**src/rtl/alu_exec_unit.sv**
```systemverilog
// Execute-stage ALU: latency-1 ops plus iterative shift-add MUL behind a valid/ready handshake.
// Optional ALU_EXEC_ZERO_FLAG_EN adds a registered out_zero flag alongside out_result.
module alu_exec_unit #(
  parameter int WIDTH = 32,
  parameter int CNT_W = 6
) (
  input  logic             clk,
  input  logic             rst,
  input  logic             in_valid,
  output logic             in_ready,
  input  logic [2:0]       in_aluop,
  input  logic [WIDTH-1:0] in_a,
  input  logic [WIDTH-1:0] in_b,
  output logic             out_valid,
  input  logic             out_ready,
  output logic [WIDTH-1:0] out_result,
`ifdef ALU_EXEC_ZERO_FLAG_EN
  output logic             out_zero,
`endif
  output logic             busy
);

  typedef enum logic {IDLE, MUL} state_t;

  localparam logic [2:0] OP_PASS = 3'b000;
  localparam logic [2:0] OP_ADD  = 3'b001;
  localparam logic [2:0] OP_SUB  = 3'b010;
  localparam logic [2:0] OP_SLT  = 3'b011;
  localparam logic [2:0] OP_AND  = 3'b100;
  localparam logic [2:0] OP_OR   = 3'b101;
  localparam logic [2:0] OP_MUL  = 3'b110;
  localparam logic [2:0] OP_XOR  = 3'b111;

  localparam logic [CNT_W-1:0] LAST = CNT_W'(WIDTH-1);

  state_t           state, state_n;
  logic             accept, out_fire, is_mul, load, slt;
  logic [CNT_W-1:0] cnt;
  logic [WIDTH-1:0] mcand, mult, acc, acc_n;
  logic [WIDTH-1:0] alu_res, load_val;

  assign out_fire = out_valid && out_ready;
  assign in_ready = !rst && (state == IDLE) && (!out_valid || out_ready);
  assign accept   = in_valid && in_ready;
  assign is_mul   = (in_aluop == OP_MUL);
  assign busy     = (state == MUL);
  assign slt      = $signed(in_a) < $signed(in_b);
  assign acc_n    = mult[0] ? acc + mcand : acc;

  always_comb begin
    alu_res = '0;
    unique case (in_aluop)
      OP_PASS: alu_res = in_b;
      OP_ADD:  alu_res = in_a + in_b;
      OP_SUB:  alu_res = in_a - in_b;
      OP_SLT:  alu_res = {{(WIDTH-1){1'b0}}, slt};
      OP_AND:  alu_res = in_a & in_b;
      OP_OR:   alu_res = in_a | in_b;
      OP_MUL:  alu_res = '0;
      OP_XOR:  alu_res = in_a ^ in_b;
    endcase
  end

  always_comb begin
    state_n  = state;
    load     = 1'b0;
    load_val = alu_res;
    unique case (state)
      IDLE: begin
        if (accept) begin
          if (is_mul) state_n = MUL;
          else        load    = 1'b1;
        end
      end
      MUL: begin
        if (cnt == LAST) begin
          load     = 1'b1;
          load_val = acc_n;
          state_n  = IDLE;
        end
      end
    endcase
  end

  always_ff @(posedge clk) begin
    if (rst) state <= IDLE;
    else     state <= state_n;
  end

  always_ff @(posedge clk) begin
    if (rst) begin
      cnt   <= '0;
      acc   <= '0;
      mcand <= '0;
      mult  <= '0;
    end else if (state == IDLE) begin
      if (accept && is_mul) begin
        mcand <= in_a;
        mult  <= in_b;
        acc   <= '0;
        cnt   <= '0;
      end
    end else begin
      acc   <= acc_n;
      mcand <= mcand << 1;
      mult  <= mult >> 1;
      cnt   <= cnt + CNT_W'(1);
    end
  end

  // A new result wins over the clear, so completion during a handshake leaves no bubble
  always_ff @(posedge clk) begin
    if (rst) begin
      out_valid  <= 1'b0;
      out_result <= '0;
`ifdef ALU_EXEC_ZERO_FLAG_EN
      out_zero   <= 1'b0;
`endif
    end else if (load) begin
      out_valid  <= 1'b1;
      out_result <= load_val;
`ifdef ALU_EXEC_ZERO_FLAG_EN
      out_zero   <= (load_val == '0);
`endif
    end else if (out_fire) begin
      out_valid  <= 1'b0;
    end
  end

endmodule

```
**config.mk**
```make
export PLATFORM = sky130hd
export DESIGN_NAME = alu_exec_unit
export DESIGN_NICKNAME = d
export VERILOG_FILES = /design/src/rtl/alu_exec_unit.sv
export SDC_FILE = /design/constraint.sdc
export NUM_CORES = 1
export LEC_CHECK = 0
export ABC_AREA = 1
export ABC_CLOCK_PERIOD_IN_PS = 5400
export CAP_MARGIN = 25
export CORE_MARGIN = 10
export CORE_UTILIZATION = 50
export CTS_CLUSTER_SIZE = 14
export DETAILED_ROUTE_END_ITERATION = 8
export PLACE_DENSITY_LB_ADDON = 0.1
export SYNTH_ARGS = -nofsm -noshare
export SYNTH_HDL_FRONTEND = slang
export SYNTH_SLANG_ARGS = --single-unit
```
**constraint.sdc**
```tcl
create_clock -name clk -period 5.4 [get_ports clk]
set_input_delay 0.81 -clock clk [delete_from_list [all_inputs] [get_ports clk]]
set_output_delay 0.81 -clock clk [all_outputs]
set_load 0.02 [all_outputs]
```
==> impl_metrics.csv, run 1 <==
group,metric,value,unit
worst_setup_path,crit_fanout,4,
die,die_area,35890,µm²
die,die_h,189.4,µm
synth,syn_area_per_cell,5.805,µm²
finish,syn2layout_area_growth,12.20,%
clock_tree,cts_made_buffers,17,
synth,yosysWarnings,0,
timing,worst_slew_pin_slew,0.9073,ns
place,port_buffers,105,
finish,n_fill_cell,2905,
run,maxCapViolations,0,
synth,synthCells,2473,
die,ios,106,
grt,grt_pass1_vias,15430,
timing,fmax,0.2904,GHz
die,core_area,28090,µm²
grt,grt_max_degree,71,
clock_tree,path_clk_slew,0.06,ns
finish,antenna_cells,0,
timing,layout_setup_ws,1.956,ns
synth,netlist-cell-type-count,53,
place,globalplace.congestion,1.060,
finish,fin_nets,2721,
timing,fin_skew,0.01423,ns
synth,ys_ff_latch,136,
timing,finalCriticalPeriod,3.444,ns
routing,drt_pass1_iterations,6,
synth,async_reset_ff_share,0,%
worst_setup_path,crit_type,"input port to flip-flop",
routing,vias,16630,
clock_tree,clk_latency,0.42,ns
timing,final_max_slew_viol_count,0,
routing,ant_nets,0,
routing,routed_wirelength,57.68,mm
timing,tns,0,ns
grt,antenna_found_initial,0,
clock_tree,cts_resized,0,
die,start_util,51.11,%
power,power.density,199.6,nW/µm²
worst_setup_path,crit_required,5.68,ns
power,vdd_drop_max,0.2498,mV
place,dp_hpwl,45.20,mm
clock_tree,post-cts-setup-buffers,0,
clock_tree,h-tree-depth,4,
synth,syn-num-nets,2682,
finish,drive_gt1_share,4.360,%
synth,seq_area_frac_synth,18.97,%
clock_tree,cts.sinks,136,
grt,grt_pass1_wl,87.64,mm
routing,wl_per_cell,19.88,µm
grt,grt_use_total,30.89,%
clock_tree,clock_path_buffers,2,
synth,ys.flop_type,"dfxtp_1",
power,p_leak,7.682,nW
timing,finalSetupViolations,0,
routing,drt_iter0_drc,1701,
clock_tree,cts_root_buffer,"clkbuf_16",
timing,hold_viol_final,0,
clock_tree,cts_tree,"built",
timing,period_share,63.78,%
timing,rsz0062_at_grt,"no",
grt,grt_remaining_overflow,0,
worst_setup_path,cp_data_arrival_time,3.72,ns
worst_setup_path,cp-end-kind,"flip-flop",
worst_setup_path,cp-start-kind,"input port",
synth,syn-cell-area,14360,µm²
die,num_rows,61,
place,post-place-ws,1.680,ns
clock_tree,ctsHoldBuffers,0,
routing,drc_errors,0,
min_path,hold_path_class,"flip-flop to flip-flop",
synth,synth-edff-count,0,
die,fp.dieW,189.4,µm
run_status,status,"complete, no violations",
routing,vias_per_cell,5.731,
timing,slew_headroom,39.45,%
## Yosys cell counts, drive strengths merged, types with 15 or more instances
cell / count / area [µm²]
a211oi: 15 / 112.6
a21oi: 189 / 957.2
a31oi: 68 / 425.4
buf: 62 / 391.6
clkbuf: 36 / 137.6
dfxtp: 136 / 2723
ha: 135 / 1689
inv: 352 / 1321
nand2: 832 / 3141
nand3: 207 / 1046
nand4: 24 / 150.1
nor2: 177 / 721.9
nor3: 21 / 116.4
o21ai: 103 / 523.0
or2: 24 / 150.1
## per-stage QoR
| stage | util (%) | hold slack, ns | std cells | cell area, µm² | total power [mW] |
|---|---|---|---|---|---|
| floorplan | - | 0.4527 | 2473 | 14360 | 1.611 |
| global placement | 55.09 | 0.4643 | 2871 | 15470 | 1.930 |
| detailed placement | 55.09 | 0.4679 | 2871 | 15470 | 1.935 |
| CTS | 57.35 | 0.4754 | 2901 | 16110 | 3.190 |
| global route | 57.35 | 0.4906 | 2901 | 16110 | 3.338 |
| finish | 57.35 | 0.4677 | 2901 | 16110 | 3.215 |
## worst max-delay path: stages
cell and delay [ns]:
clkdlybuf4s50_1 0.48, inv_1 0.10, ha_1 0.20, inv_1 0.15, fa_1 0.22, inv_1 0.07, o21ai_0 0.24, nand2_2 0.13
o21ai_2 0.26, nand2_1 0.09, nand2_1 0.16, nand2_1 0.11, nand2_1 0.08, nand2_1 0.12, nand3_1 0.19, nand2_1 0.12
a21oi_1 0.14, nor2_1 0.05
## cells by family after synthesis
| group | Yosys count | synth area share (%) |
|---|---|---|
| adders and majority gates | 138 | 12.19 |
| and+or+nand+nor | 1298 | 37.70 |
| xor gates and xnor gates | 15 | 0.9152 |
| AOI/OAI and AO/OA | 433 | 17.22 |
| DFF | 136 | 18.97 |
| buffers and inverters | 452 | 12.94 |
| muxes | 1 | 0.06973 |
## flip-flops by register name (all words and copies together), names as in the netlist
name,flops
acc,32
mcand,32
out_valid,1
mult,32
busy,1
cnt,6
out_result,32
## layout by cell type (no fill, tap or decap), types with 12 or more instances in the layout
| cell | synthesis | layout |
|---|---|---|
| nor2_1 | 166 | 165 |
| a211oi_1 | 15 | 15 |
| nand2_1 | 825 | 825 |
| dfxtp_1 | 136 | 135 |
| nand4_1 | 24 | 24 |
| nor3_1 | 20 | 20 |
| inv_1 | 338 | 338 |
| buf_4 | 16 | 13 |
| nand3_1 | 205 | 204 |
| a31oi_1 | 68 | 68 |
| ha_1 | 135 | 135 |
| o21bai_1 | 14 | 14 |
| inv_2 | 14 | 14 |
| o21ai_0 | 96 | 96 |
| a21oi_1 | 186 | 186 |
| xnor2_1 | 12 | 12 |
| o211ai_1 | 14 | 14 |
| clkdlybuf4s50_1 | 0 | 104 |
| or2_2 | 20 | 20 |
| clkbuf_16 | 0 | 18 |
## area by class of cell
class	count	area [µm²]	share of cell area (%)
clock buffers	19	464.2	2.882
clock inverters	11	168.9	1.049
inverters	354	1329	8.250
multi-input cells	1885	9787	60.76
flip-flops and latches	136	2726	16.93
well taps	378	473.0	2.936
repair buffers	118	1159	7.193
## path summary, 6_finish.rpt
path             from        endpoint  slack, ns  cells after the start
max           in_a[0]   out_result[0]       1.96                     18
min          mult[12]        mult[11]       0.47                      2
max reg2reg    cnt[0]  out_result[19]       2.49                     12
min reg2reg  mult[12]        mult[11]       0.47                      2
## report_power, final
part	internal, mW	switching (mW)	total, mW	leakage [nW]
clock network	0.809	0.461	1.27	0.311
logic	0.285	0.615	0.900	6.27
registers	1.02	0.0208	1.05	1.10
total	2.12	1.10	3.21	7.68
## routing by layer
| layer | track usage (%) | wire [µm] | vias to the layer above |
|---|---|---|---|
| met4 | 13.86 | 2319 | 0 |
| li1 | - | - | 8057 |
| met5 | 0 | 0 | - |
| met2 | 48.64 | 25390 | 807 |
| met1 | 40.57 | 25260 | 7651 |
| met3 | 4.980 | 4709 | 110 |
Note: power is estimated with default switching activity, not from simulation.
==> run 2: changes to the inputs <==
- ABC_CLOCK_PERIOD_IN_PS: 5400 -> 3600
- clock period: 5.4 -> 3.6 ns (I/O delays scaled with it)
==> impl_metrics.csv, run 2 (synthesized netlist as in run 1, its figures left out) <==
group,metric,value,unit
clock_tree,path_clk_slew,0.07,ns
power,power.density,291.4,nW/µm²
clock_tree,cts_made_buffers,17,
worst_setup_path,crit_required,3.89,ns
timing,fin_skew,0.01050,ns
worst_setup_path,r2r_end,"out_result[28]",
worst_setup_path,r2r_start,"mcand[0]",
min_path,hold_path_class,"flip-flop to flip-flop",
routing,drc_errors,0,
worst_setup_path,cp-end-kind,"flip-flop",
routing,vias,16840,
timing,slew_headroom,40.22,%
clock_tree,cts_tree,"built",
timing,fmax,0.3149,GHz
die,ios,106,
worst_setup_path,critical_path.max_stage_delay,0.61,ns
timing,worst_slew_pin_slew,0.8967,ns
worst_setup_path,crit_fanout,8,
timing,final_max_slew_viol_count,0,
worst_setup_path,reg2regPathDepth,16,
finish,final_common_cell,"nand2_1",
timing,tns,0,ns
power,seq_power_share,32.8,%
die,core_area,28090,µm²
timing,hold_viol_final,0,
worst_setup_path,cp_data_arrival_time,3.46,ns
clock_tree,ctsHoldBuffers,0,
clock_tree,h-tree-depth,4,
die,start_util,51.11,%
worst_setup_path,cp-start-kind,"input port",
power,p_leak,7.847,nW
finish,syn2layout_area_growth,14.09,%
power,vdd_drop_max,0.2846,mV
clock_tree,clock_path_buffers,2,
die,num_rows,61,
worst_setup_path,crit_family,"buffers and inverters",
place,dp_hpwl,46.44,mm
routing,routed_wirelength,58.30,mm
timing,finalCriticalPeriod,3.175,ns
finish,drive_gt1_share,5.887,%
routing,drt_iter0_drc,1759,
grt,grt_remaining_overflow,0,
grt,grt_max_degree,80,
die,die_area,35890,µm²
grt,antenna_found_initial,0,
worst_setup_path,crit_type,"input port to flip-flop",
die,die_h,189.4,µm
power,switching_share,36.25,%
min_path,worstHoldEndpoint,"mult[20]",
worst_setup_path,regToRegSetupSlack,0.95,ns
power,p_switching,1.730,mW
clock_tree,cts_resized,0,
worst_setup_path,cp_slowest_cell,"clkdlybuf4s50_1",
die,fp.dieW,189.4,µm
power,cellInternalPower,3.042,mW
grt,grt_pass1_vias,15610,
finish,utilization,58.31,%
clock_tree,cts.sinks,136,
power,clkPwrFrac,38.1,%
timing,period_share,88.20,%
min_path,min_path_cells,2,
worst_setup_path,critical_path_buf_inv_count,3,
clock_tree,clk_latency,0.43,ns
grt,grt_pass1_wl,87.96,mm
routing,ant_nets,0,
routing,wl_per_cell,19.81,µm
routing,vias_per_cell,5.723,
clock_tree,cts_root_buffer,"clkbuf_16",
power,combinationalPowerShare,29.1,%
finish,n_fill_cell,2894,
power,power,4.773,mW
worst_setup_path,crit_chain,"clkdlybuf4s50_1 > inv_1 > ha_1 > inv_1 > a21oi_1 > o21ai_1 > a21oi_1 > nor2_1 > nor2_1 > nand3_1 > nand3_1 > nand2_1 > a21oi_1 > nor2_1",
timing,hold_slack,0.4745,ns
min_path,hold_start,"mult[20]",
place,port_buffers,105,
place,globalplace.congestion,1.026,
finish,fin_nets,2761,
finish,layout_common_cells,"825 x nand2_1, 338 x inv_1, 205 x nand3_1",
finish,antenna_cells,0,
run,maxCapViolations,0,
grt,grt_use_total,31.10,%
run_status,status,"complete, no violations",
clock_tree,post-cts-setup-buffers,0,
timing,finalSetupViolations,0,
timing,rsz0062_at_grt,"no",
routing,drt_pass1_iterations,5,
[run 2: cell types whose count changed in the layout (fill, tap and decap cells not counted), moves of 2 or more]
cell | previous run | this run
inv_8 | 0 | 3
clkinvlp_4 | 1 | 4
clkinv_2 | 3 | 0
buf_4 | 13 | 53
bufinv_16 | 4 | 2
inv_6 | 2 | 5
[run 2: how the worst max path moves through the flow]
| stage | from | depth (start not counted) | endpoint | slack (ns) |
|---|---|---|---|---|
| global route | in_b[17] | 14 | out_result[0] | 0.26 |
| CTS | in_b[12] | 15 | out_result[23] | 0.57 |
| global placement | in_b[12] | 15 | out_result[23] | 0.11 |
| detailed placement | in_b[12] | 15 | out_result[23] | 0.12 |
| finish | in_b[21] | 14 | out_result[0] | 0.42 |
| floorplan | in_a[0] | 17 | out_result[0] | 1.36 |
[run 2: power by group through the flow]
stage | clock network [mW] | registers (mW) | logic (mW)
6_report | 1.82 | 1.56 | 1.39
2_1_floorplan | 0 | 1.61 | 0.806
3_5_place_dp | 0 | 1.60 | 1.35
3_3_place_gp | 0 | 1.60 | 1.34
4_1_cts | 1.83 | 1.56 | 1.35
5_1_grt | 1.89 | 1.57 | 1.50
[run 2: layout make-up]
type                            instances  area [µm²]  share of cell area [%]
Clock buffer                           17       425.4                   2.597
Clock inverter                         15       183.9                   1.123
Inverter                              354        1329                   8.113
Multi-Input combinational cell       1885        9782                   59.73
Sequential cell                       136        2726                   16.65
Tap cell                              378       473.0                   2.888
Timing Repair Buffer                  158        1459                   8.908
[run 2: worst register-to-register path, cell delays in order, from the launching register on]
cell	delay, ns
dfxtp_1	0.33
ha_1	0.23
fa_1	0.47
nand3_1	0.11
nand3_1	0.20
nand2_1	0.11
nand2_1	0.11
nand2_1	0.08
nand2_1	0.11
nand2_1	0.18
nand2_1	0.08
nand2_1	0.06
nand3_1	0.08
nand3_1	0.15
nand2_1	0.08
inv_1	0.07
a21oi_1	0.06
[run 2: metrics by stage]
| step | std cells | cell area (µm²) | setup slack (ns) |
|---|---|---|---|
| 6_report | 2943 | 16380 | 0.4248 |
| 3_3_place_gp | 2911 | 15770 | 0.1065 |
| 4_1_cts | 2943 | 16380 | 0.5697 |
| 5_1_grt | 2943 | 16380 | 0.2634 |
| 3_5_place_dp | 2911 | 15770 | 0.1249 |
| 2_1_floorplan | 2473 | 14360 | 1.361 |
[run 2: routing by layer]
metal / GRT usage (%) / share of wire (%)
met5: 0 / 0
met1: 40.47 / 43
met3: 5.292 / 8.2
met4: 14.44 / 4.8
met2: 49.04 / 44
